$ cat config.mk
export PLATFORM = sky130hd
export DESIGN_NAME = pipeline_stall_ctrl_flat
export DESIGN_NICKNAME = d
export VERILOG_FILES = /design/src/rtl/pipeline_stall_ctrl_if.sv /design/src/rtl/pipeline_stall_ctrl.sv /design/src/flat_wrapper.sv
export SDC_FILE = /design/constraint.sdc
export NUM_CORES = 1
export LEC_CHECK = 0
export CAP_MARGIN = 40
export CORE_MARGIN = 1
export CORE_UTILIZATION = 41
export DETAILED_ROUTE_END_ITERATION = 16
export PLACE_DENSITY = 0.81
export SLEW_MARGIN = 20
export SYNTH_ARGS = -nofsm -noshare
export SYNTH_HDL_FRONTEND = slang
export SYNTH_SLANG_ARGS = --single-unit
$ cat constraint.sdc
create_clock -name clk -period 4.9 [get_ports clk]
set_input_delay 0.98 -clock clk [delete_from_list [all_inputs] [get_ports clk]]
set_output_delay 0.98 -clock clk [all_outputs]
set_load 0.01 [all_outputs]
$ cat src/rtl/pipeline_stall_ctrl_if.sv
// Hazard/memory request lines into the stall controller and the per-stage
// register enable / bubble controls it returns.
interface pipeline_stall_ctrl_if;
    logic load_use_stall;
    logic redirect_valid;
    logic imem_ready;
    logic dmem_req;
    logic dmem_ready;
    logic pc_en;
    logic if_id_en;
    logic if_id_flush;
    logic id_ex_en;
    logic id_ex_flush;
    logic ex_mem_en;
    logic mem_wb_en;
    logic mem_wb_flush;

    modport master (
        output load_use_stall, redirect_valid, imem_ready, dmem_req, dmem_ready,
        input  pc_en, if_id_en, if_id_flush, id_ex_en, id_ex_flush,
               ex_mem_en, mem_wb_en, mem_wb_flush
    );

    modport slave (
        input  load_use_stall, redirect_valid, imem_ready, dmem_req, dmem_ready,
        output pc_en, if_id_en, if_id_flush, id_ex_en, id_ex_flush,
               ex_mem_en, mem_wb_en, mem_wb_flush
    );
endinterface

$ cat src/rtl/pipeline_stall_ctrl.sv
// Stall/flush controller for the 5-stage pipeline: converts hazards and memory
// wait states into stage enables/bubbles, tracks wrong-path fetch drain.
module pipeline_stall_ctrl #(
    parameter int CNT_W = 16
) (
    input  logic                   clk,
    input  logic                   rst_n,
    input  logic                   cnt_clr,
    pipeline_stall_ctrl_if.slave   bus,
    output logic [1:0]             state_o,
    output logic [CNT_W-1:0]       stall_cnt,
    output logic [CNT_W-1:0]       flush_cnt
);

    typedef enum logic [1:0] {
        RUN         = 2'd0,
        DMEM_WAIT   = 2'd1,
        FETCH_DRAIN = 2'd2
    } state_e;

    localparam logic [CNT_W-1:0] CNT_MAX = '1;

    state_e           state_q, state_d;
    logic [CNT_W-1:0] stall_cnt_q, stall_cnt_d;
    logic [CNT_W-1:0] flush_cnt_q, flush_cnt_d;

    logic freeze, drain_pend, redirect_acc;

    assign freeze     = bus.dmem_req & ~bus.dmem_ready;
    assign drain_pend = (state_q == FETCH_DRAIN) & ~bus.imem_ready;

    always_comb begin
        bus.pc_en        = 1'b1;
        bus.if_id_en     = 1'b1;
        bus.id_ex_en     = 1'b1;
        bus.ex_mem_en    = 1'b1;
        bus.mem_wb_en    = 1'b1;
        bus.if_id_flush  = 1'b0;
        bus.id_ex_flush  = 1'b0;
        bus.mem_wb_flush = 1'b0;
        redirect_acc     = 1'b0;
        state_d          = RUN;

        if (!rst_n) begin
            bus.pc_en        = 1'b0;
            bus.if_id_en     = 1'b0;
            bus.id_ex_en     = 1'b0;
            bus.ex_mem_en    = 1'b0;
            bus.mem_wb_en    = 1'b0;
            bus.if_id_flush  = 1'b1;
            bus.id_ex_flush  = 1'b1;
            bus.mem_wb_flush = 1'b1;
        end else if (freeze) begin
            // Only MEM/WB advances (as a bubble); a pending drain survives the freeze.
            bus.pc_en        = 1'b0;
            bus.if_id_en     = 1'b0;
            bus.id_ex_en     = 1'b0;
            bus.ex_mem_en    = 1'b0;
            bus.mem_wb_flush = 1'b1;
            state_d          = drain_pend ? FETCH_DRAIN : DMEM_WAIT;
        end else if (bus.redirect_valid) begin
            bus.if_id_flush  = 1'b1;
            bus.id_ex_flush  = 1'b1;
            redirect_acc     = 1'b1;
            state_d          = bus.imem_ready ? RUN : FETCH_DRAIN;
        end else if (state_q == FETCH_DRAIN) begin
            bus.pc_en        = 1'b0;
            bus.if_id_flush  = 1'b1;
            state_d          = bus.imem_ready ? RUN : FETCH_DRAIN;
        end else if (bus.load_use_stall) begin
            bus.pc_en        = 1'b0;
            bus.if_id_en     = 1'b0;
            bus.id_ex_flush  = 1'b1;
        end else if (!bus.imem_ready) begin
            bus.pc_en        = 1'b0;
            bus.if_id_flush  = 1'b1;
        end
    end

    always_comb begin
        stall_cnt_d = stall_cnt_q;
        flush_cnt_d = flush_cnt_q;
        if (!rst_n || cnt_clr) begin
            stall_cnt_d = '0;
            flush_cnt_d = '0;
        end else begin
            if (!bus.pc_en && stall_cnt_q != CNT_MAX)
                stall_cnt_d = stall_cnt_q + 1'b1;
            if (redirect_acc && flush_cnt_q != CNT_MAX)
                flush_cnt_d = flush_cnt_q + 1'b1;
        end
    end

    always_ff @(posedge clk) begin
        state_q     <= state_d;
        stall_cnt_q <= stall_cnt_d;
        flush_cnt_q <= flush_cnt_d;
    end

    assign state_o   = state_q;
    assign stall_cnt = stall_cnt_q;
    assign flush_cnt = flush_cnt_q;

endmodule

$ cat src/flat_wrapper.sv
// flat-port wrapper written by rule: the top's interface ports become plain ports
module pipeline_stall_ctrl_flat 
#(
    parameter int CNT_W = 16
)
  (clk, rst_n, cnt_clr, state_o, stall_cnt, flush_cnt, bus_load_use_stall, bus_redirect_valid, bus_imem_ready, bus_dmem_req, bus_dmem_ready, bus_pc_en, bus_if_id_en, bus_if_id_flush, bus_id_ex_en, bus_id_ex_flush, bus_ex_mem_en, bus_mem_wb_en, bus_mem_wb_flush);
  pipeline_stall_ctrl_if bus_i ();
  input  logic clk;
  input  logic rst_n;
  input  logic cnt_clr;
  output logic [1:0] state_o;
  output logic [CNT_W-1:0] stall_cnt;
  output logic [CNT_W-1:0] flush_cnt;
  input wire logic [$bits(bus_i.load_use_stall)-1:0] bus_load_use_stall;
  input wire logic [$bits(bus_i.redirect_valid)-1:0] bus_redirect_valid;
  input wire logic [$bits(bus_i.imem_ready)-1:0] bus_imem_ready;
  input wire logic [$bits(bus_i.dmem_req)-1:0] bus_dmem_req;
  input wire logic [$bits(bus_i.dmem_ready)-1:0] bus_dmem_ready;
  output wire logic [$bits(bus_i.pc_en)-1:0] bus_pc_en;
  output wire logic [$bits(bus_i.if_id_en)-1:0] bus_if_id_en;
  output wire logic [$bits(bus_i.if_id_flush)-1:0] bus_if_id_flush;
  output wire logic [$bits(bus_i.id_ex_en)-1:0] bus_id_ex_en;
  output wire logic [$bits(bus_i.id_ex_flush)-1:0] bus_id_ex_flush;
  output wire logic [$bits(bus_i.ex_mem_en)-1:0] bus_ex_mem_en;
  output wire logic [$bits(bus_i.mem_wb_en)-1:0] bus_mem_wb_en;
  output wire logic [$bits(bus_i.mem_wb_flush)-1:0] bus_mem_wb_flush;
  assign bus_i.load_use_stall = bus_load_use_stall;
  assign bus_i.redirect_valid = bus_redirect_valid;
  assign bus_i.imem_ready = bus_imem_ready;
  assign bus_i.dmem_req = bus_dmem_req;
  assign bus_i.dmem_ready = bus_dmem_ready;
  assign bus_pc_en = bus_i.pc_en;
  assign bus_if_id_en = bus_i.if_id_en;
  assign bus_if_id_flush = bus_i.if_id_flush;
  assign bus_id_ex_en = bus_i.id_ex_en;
  assign bus_id_ex_flush = bus_i.id_ex_flush;
  assign bus_ex_mem_en = bus_i.ex_mem_en;
  assign bus_mem_wb_en = bus_i.mem_wb_en;
  assign bus_mem_wb_flush = bus_i.mem_wb_flush;
  pipeline_stall_ctrl #(.CNT_W(CNT_W)) u_core (.clk(clk), .rst_n(rst_n), .cnt_clr(cnt_clr), .bus(bus_i), .state_o(state_o), .stall_cnt(stall_cnt), .flush_cnt(flush_cnt));
endmodule
==> qor.csv <==
stage,metric,value,unit
sta,minimum clock period after layout,3.85,ns
worst_setup_path,type of origin of the critical path,input port,
placed_design,Final Wtd Congestion,0.897,
power,Internal,0.451,mW
sta,Fin. Hold Viols,0,
sta,Slew Limit Headroom,0.526,
power,PwrDens,238,nW/µm²
clock_network,Max Root-Sink Buffers,2,
grt,first-pass GRT wire length,7400,µm
worst_setup_path,Worst Path Required,3.92,ns
clock_network,CTS Buf Count,5,
sta,RSZ-0062 raised after global routing,no,
power,sequential power share,0.476,
finish,Finished Cell Area,2470,µm²
floorplan,cell row count,24,
grt,grt ovf,0,
floorplan,io pins,50,
clock_network,root buffer cell,clkbuf_8,
clock_network,clock slew at reported path FFs,0.07,ns
placed_design,Placed Cells,313,
synthesis,Synth cell types,45,
placed_design,dpl hpwl,3280,µm
power,sw frac,0.233,
synthesis,YS warnings,0,
worst_setup_path,CP Launch Point,rst_n,
finish,nets,278,
drt,DRT Pass-1 Iters,4,
finish,# fillers,404,
finish,layout cells sized above 1,0.0669,
synthesis,Post-Syn Area,1850,µm²
power,P_leak,0.799,nW
power,Max VDD drop,102,µV
hold_path,HP Start,u_core.stall_cnt[11],
power,Net Sw Power,0.137,mW
worst_setup_path,slowest cell delay on critical path,0.64,ns
worst_setup_path,cell mode on critical path,clkdlybuf4s50_1,
clock_network,Max H-tree Level,2,
grt,vias in the first global route,1588,
floorplan,Die Height,69.1,µm
grt,antenna violations before repair,0,
synthesis,"Seq/Total Area, Yosys",0.369,
hold_path,class of the worst hold path,register to register,
finish,fin util,0.567,
run_status,outcome,finished clean,
sta,Layout Skew,0.00801,ns
drt,Iter 0 DRT Violations,174,
drt,drt wl/cell,14.3,µm
synthesis,Syn Inst Count,221,
drt,routed via count,1845,
clock_network,setup bufs post-CTS,0,
grt,largest net degree at the start of global routing,19,
power,Clock Power Share,0.440,
clock_network,clk sink count,34,
floorplan,Die ar.,4770,µm²
worst_setup_path,Critical R2R Launch,u_core.flush_cnt[0],
finish,# diodes,0,
floorplan,Std-Cell Core Area,4350,µm²
worst_setup_path,worst reg2reg setup slack,3.05,ns
drt,Final ANT Viol Nets,0,
sta,setup_tns,0,ns
run,maxcap violations,0,
clock_network,"Hold-fix buffers, CTS",0,
sta,Setup WS post-layout,1.05,ns
grt,total global-route track usage,0.191,
worst_setup_path,Worst Setup Path Type,input port to primary output,
worst_setup_path,"critical path fanouts, max",10,
placed_design,worst slack at placement,1.06,ns
worst_setup_path,Setup crit end kind,primary output,
worst_setup_path,worst path cell trace,"clkdlybuf4s50_1, and2_1, nand2_2, inv_2, clkdlybuf4s50_1",
floorplan,Initial Util,0.424,
floorplan,width of the die,69.1,µm
clock_network,CTS tree,yes,
synthesis,main flop type after synthesis,dfxtp_1,
placed_design,Placed Area,2360,µm²
worst_setup_path,CP max-delay cell,clkdlybuf4s50_1,
sta,Final Cycle Share,0.785,
synthesis,Async SR Flop Fraction,0,
drt,post-DR vias/cell,5.75,
worst_setup_path,WP data arrival,2.87,ns
power,Combinational Power Share,0.084,
clock_network,worst skew pair latency,0.30,ns
sta,Max Fclk,260,MHz
placed_design,PortBufs,49,
sta,actual slew at the worst max-slew pin,0.705,ns
synthesis,syn_area_per_cell,8.35,µm²
drt,routed wire length,4580,µm
synthesis,Post-Syn Nets,231,
finish,Final Non-Filler Cells,321,
finish,area delta synth->final,33.8,%
synthesis,"flops & latches, synth",34,
clock_network,post-cts resize count,0,
sta,Final setup viols,0,
synthesis,Post-synth EDFFs,0,
sta,max-slew violation count,0,
drt,DRC Markers,0,
[power by group through the flow]
stage | clock [mW] | sequential [mW] | combinational (mW)
after global routing | 0.277 | 0.280 | 0.0531
after global placement | 0 | 0.286 | 0.0473
after CTS | 0.264 | 0.280 | 0.0495
after floorplan | 0 | 0.287 | 0.0260
after detailed placement | 0 | 0.286 | 0.0493
final | 0.259 | 0.280 | 0.0492
[final cells by class]
cell class | instances | area [µm²] | area share
clock inverters | 3 | 40.0 | 0.0162
flip-flops and latches | 34 | 681 | 0.276
repair buffers | 50 | 505 | 0.205
inverters | 7 | 26.3 | 0.0106
clock buffers | 5 | 68.8 | 0.0279
multi-input cells | 170 | 1080 | 0.438
well taps | 52 | 65.1 | 0.0264
[synthesized netlist by cell type, types with 3 or more instances]
master | count | share of area
mux2i_1 | 3 | 0.016
nor3b_1 | 3 | 0.012
a21oi_1 | 18 | 0.049
o21ai_0 | 9 | 0.024
nor2b_1 | 4 | 0.014
nand3_1 | 14 | 0.038
o31ai_1 | 6 | 0.024
clkbuf_1 | 4 | 0.0081
or4_1 | 6 | 0.024
nor2_1 | 22 | 0.045
inv_1 | 5 | 0.010
nor3_1 | 5 | 0.014
or3_1 | 4 | 0.014
xor2_1 | 8 | 0.038
nand4_1 | 14 | 0.047
dfxtp_1 | 34 | 0.37
and3_1 | 4 | 0.014
xnor2_1 | 5 | 0.024
nand2_1 | 11 | 0.022
buf_2 | 3 | 0.0081
and4_1 | 6 | 0.028
[cell usage in the layout, fill, tap and decap left out, types with 4 or more instances in the layout]
| cell | netlist | layout |
|---|---|---|
| clkdlybuf4s50_1 | 0 | 49 |
| dfxtp_1 | 34 | 34 |
| nor2_1 | 22 | 22 |
| a21oi_1 | 18 | 18 |
| nand3_1 | 14 | 14 |
| nand4_1 | 14 | 14 |
| nand2_1 | 11 | 11 |
| o21ai_0 | 9 | 9 |
| xor2_1 | 8 | 8 |
| and4_1 | 6 | 6 |
| o31ai_1 | 6 | 6 |
| or4_1 | 6 | 6 |
| inv_1 | 5 | 5 |
| nor3_1 | 5 | 5 |
| xnor2_1 | 5 | 5 |
| clkbuf_8 | 0 | 5 |
| nor2b_1 | 4 | 4 |
| and3_1 | 4 | 4 |
| or3_1 | 4 | 4 |
[state kept, by name (all words and copies together), names as in the netlist]
name and cells:
u_core.state_o 2, u_core.stall_cnt 16, u_core.flush_cnt 16
[worst max-delay path: cells and delay by family]
kind                   cells  cell delay, ns
AND/OR/NAND/NOR            2            0.53
buffers and inverters      3            1.35
[per-stage QoR]
step / hold slack (ns) / power, mW
2_1_floorplan: 0.504 / 0.313
3_3_place_gp: 0.479 / 0.333
3_5_place_dp: 0.490 / 0.336
4_1_cts: 0.498 / 0.594
5_1_grt: 0.517 / 0.610
6_report: 0.499 / 0.588
[path summary, 6_finish.rpt]
path	end	cells past startpoint
hold / removal	u_core.stall_cnt[11]	2
setup reg to reg	u_core.flush_cnt[1]	6
hold reg to reg	u_core.stall_cnt[11]	2
setup / recovery	bus_pc_en	5
[routing by layer]
metal  track usage  routed length [µm]
met1         0.233                2030
met2         0.328                2220
met3        0.0512                 263
met4        0.0544                  56
met5             0                   0
[cells by family (layout without fill, tap and decap cells)]
family,count (synthesis),after routing,synth area share
compound gates,43,43,0.146
xor+xnor,13,13,0.0617
fa+ha+maj,2,2,0.0136
buf+inv,17,65,0.0447
flops,34,34,0.369
mux,3,3,0.0163
simple gates,109,109,0.348
No activity file was read; power rests on OpenSTA's default activity.
==> patch: new RTL, same settings <==
`CNT_W` is set to 16 in 2 places; all go to 12.
--- a/src/rtl/pipeline_stall_ctrl.sv
+++ b/src/rtl/pipeline_stall_ctrl.sv
@@ -1,7 +1,7 @@
 // Stall/flush controller for the 5-stage pipeline: converts hazards and memory
 // wait states into stage enables/bubbles, tracks wrong-path fetch drain.
 module pipeline_stall_ctrl #(
-    parameter int CNT_W = 16
+    parameter int CNT_W = 12
 ) (
     input  logic                   clk,
     input  logic                   rst_n,
--- a/src/flat_wrapper.sv
+++ b/src/flat_wrapper.sv
@@ -1,7 +1,7 @@
 // flat-port wrapper written by rule: the top's interface ports become plain ports
 module pipeline_stall_ctrl_flat 
 #(
-    parameter int CNT_W = 16
+    parameter int CNT_W = 12
 )
   (clk, rst_n, cnt_clr, state_o, stall_cnt, flush_cnt, bus_load_use_stall, bus_redirect_valid, bus_imem_ready, bus_dmem_req, bus_dmem_ready, bus_pc_en, bus_if_id_en, bus_if_id_flush, bus_id_ex_en, bus_id_ex_flush, bus_ex_mem_en, bus_mem_wb_en, bus_mem_wb_flush);
   pipeline_stall_ctrl_if bus_i ();
Ports: changed (resized flush_cnt and stall_cnt); port bits go from 50 to 42. No check against the original RTL was run, so the function may have changed too.
==> patch against the unedited design <==
- routed wire length decreased by 42%
- cell area decreased by 25%
- area after synthesis decreased by 26%
- sequential cell count decreased by 8
- combinational power decreased by 8.1%
- worst setup slack improved by 0.23 ns
- power decreased by 37%
- global-route usage decreased by 3.8 points
- largest power group unchanged
==> patch: results (changes against the unedited design) <==
| Metric | Value |
|---|---|
| Status | `completed` |
| Vias in the first global route | `1012 (-36%)` |
| Hold Slack | `0.535 ns (+0.0360 ns)` |
| Peak VDD IR | `0.0833 mV (-19%)` |
| Post-synth top cells | `nor2_1 (27), dfxtp_1 (26), nand2_1 (9), xnor2_1 (9)` |
| Routed wire per std cell | `11.1 um (-22%)` |
| Antenna Nets Post-Route | `0 (unchanged)` |
| Delay-heaviest family, CP | `buffers and inverters` |
| Crit path from | `rst_n` |
| Worst path slowest cell | `clkdlybuf4s50_1` |
| Vias post-DR | `1242 (-33%)` |
| Pin count of the biggest net entering global routing | `19 (unchanged)` |
| Clock transition at the registers of the reported paths | `0.14 ns (+0.07 ns)` |
| Initial antenna violation count | `0 (unchanged)` |
| R2R cell count | `6 (unchanged)` |
| Initial drt markers | `44 (-75%)` |
| Yosys warns | `0 (unchanged)` |
| Inserted Diodes | `0 (unchanged)` |
| Setup bufs post-CTS | `0 (unchanged)` |
| DR pass1 iterations | `4 (unchanged)` |
| Worst slew margin relative to its limit | `67.4% (+15 points)` |
| Port Buffer Count | `41 (-16%)` |
| Hold buffers post-CTS | `0 (unchanged)` |
| Crit Reg-Reg Startpoint | `u_core.stall_cnt[0]` |
| Deepest clock path buffer count | `2 (unchanged)` |
| CTS Root Cell | `clkbuf_4` |
| Area leader, netlist | `dfxtp_1` |
| Lkg Pwr | `0.615 nW (-23%)` |
| First-pass GRT wire length | `4260 um (-42%)` |
| Seq/Total Area, Yosys | `37.9% (+1.0 points)` |
| FF-to-FF End | `u_core.stall_cnt[1]` |
| Num CTS Buffers | `3 (-2)` |
| Worst skew pair latency | `0.32 ns (+0.02 ns)` |
| Total GRT Usage | `15.3% (-3.8 points)` |
| Share of cells above drive strength 1 | `7.11% (+0.42 points)` |
| Clock skew | `0.00247 ns (-0.00555 ns)` |
| Syn_nets | `168 (-27%)` |
| CP max stage delay | `0.60 ns (-0.04 ns)` |
| GP Congestion | `0.791 (-12%)` |
| Post-DP HPWL | `1980 um (-40%)` |
| Crit path arrival time | `2.64 ns (-0.23 ns)` |
| Setup TNS | `0 ns (unchanged)` |
| Post-cts resize count | `0 (unchanged)` |
| Yosys cell types | `42 (-6.7%)` |
| Worst hold path class | `register to register` |
| H-tree Lvls | `1 (-1)` |
| Async S/R FF share, synth | `0% (unchanged)` |
| Setup crit end | `bus_if_id_en` |
| Synth top area cells | `dfxtp_1 (38%), nor2_1 (7.4%), xnor2_1 (5.7%)` |
| Nets | `208 (-25%)` |
| Crit Path Max Fanout | `12 (+2)` |
| Fill count | `294 (-27%)` |
| Reg2Reg Setup Slack | `2.94 ns (-0.11 ns)` |
## patch: logic make-up (layout without fill, tap and decap cells)
group	count (synthesis)	after routing	share of synthesized area (%)
flip-flops	26	26	37.9
multiplexers	1	1	0.729
adder cells (fa/ha/maj)	2	2	1.82
buffers and inverters	10	49	4.01
AO/OA/AOI/OAI	25	25	14.3
XOR/XNOR	16	16	10.2
AND/OR/NAND/NOR	78	78	31.1
## patch: worst min-delay path by stage
stage | start | endpoint | depth (start not counted)
6_report | u_core.stall_cnt[11] | u_core.stall_cnt[11] | 2
4_1_cts | u_core.stall_cnt[11] | u_core.stall_cnt[11] | 2
2_1_floorplan | u_core.flush_cnt[1] | u_core.flush_cnt[1] | 2
3_3_place_gp | u_core.stall_cnt[11] | u_core.stall_cnt[11] | 2
5_1_grt | u_core.stall_cnt[11] | u_core.stall_cnt[11] | 2
3_5_place_dp | u_core.stall_cnt[11] | u_core.stall_cnt[11] | 2
## patch: area by class of cell
cell class                 instances  area (sq um)  share of cell area (%)
clock buffer                       4          36.3                    1.96
inverter                           3          11.3                   0.610
multi-input combinational        122           798                    43.2
sequential                        26           520                    28.2
tap                               44          55.1                    2.98
timing repair buffer              42           425                    23.0
## patch: layer usage
| layer | vias to the layer above | part of all wire, % | track usage (%) |
|---|---|---|---|
| met5 | - | 0 | 0 |
| met2 | 30 | 44 | 23.5 |
| met1 | 575 | 51 | 21.5 |
| met4 | 0 | 1.3 | 6.98 |
| met3 | 4 | 3.4 | 1.52 |
| li1 | 633 | - | - |
## patch: stage by stage
step / setup WS (ns) / cells / area [sq um]
after floorplan: 2.16 / 158 / 1370
after global placement: 1.33 / 236 / 1800
after detailed placement: 1.29 / 237 / 1810
after CTS: 1.29 / 241 / 1850
after global routing: 1.20 / 241 / 1850
final: 1.28 / 241 / 1850
## patch: power breakdown
group | switching [mW] | internal (mW) | leakage, nW
combinational | 0.0222 | 0.0230 | 0.385
sequential | 0.00214 | 0.213 | 0.210
clock | 0.0638 | 0.0454 | 0.0210
total | 0.0881 | 0.282 | 0.615
## patch: worst register-to-register path: cells and delay by family, from the launching register on
family / cells / cell delay [ns]
simple gates: 3 / 0.85
compound gates: 1 / 0.16
flops: 1 / 0.43
mux: 1 / 0.21
fa+ha+maj: 1 / 0.22
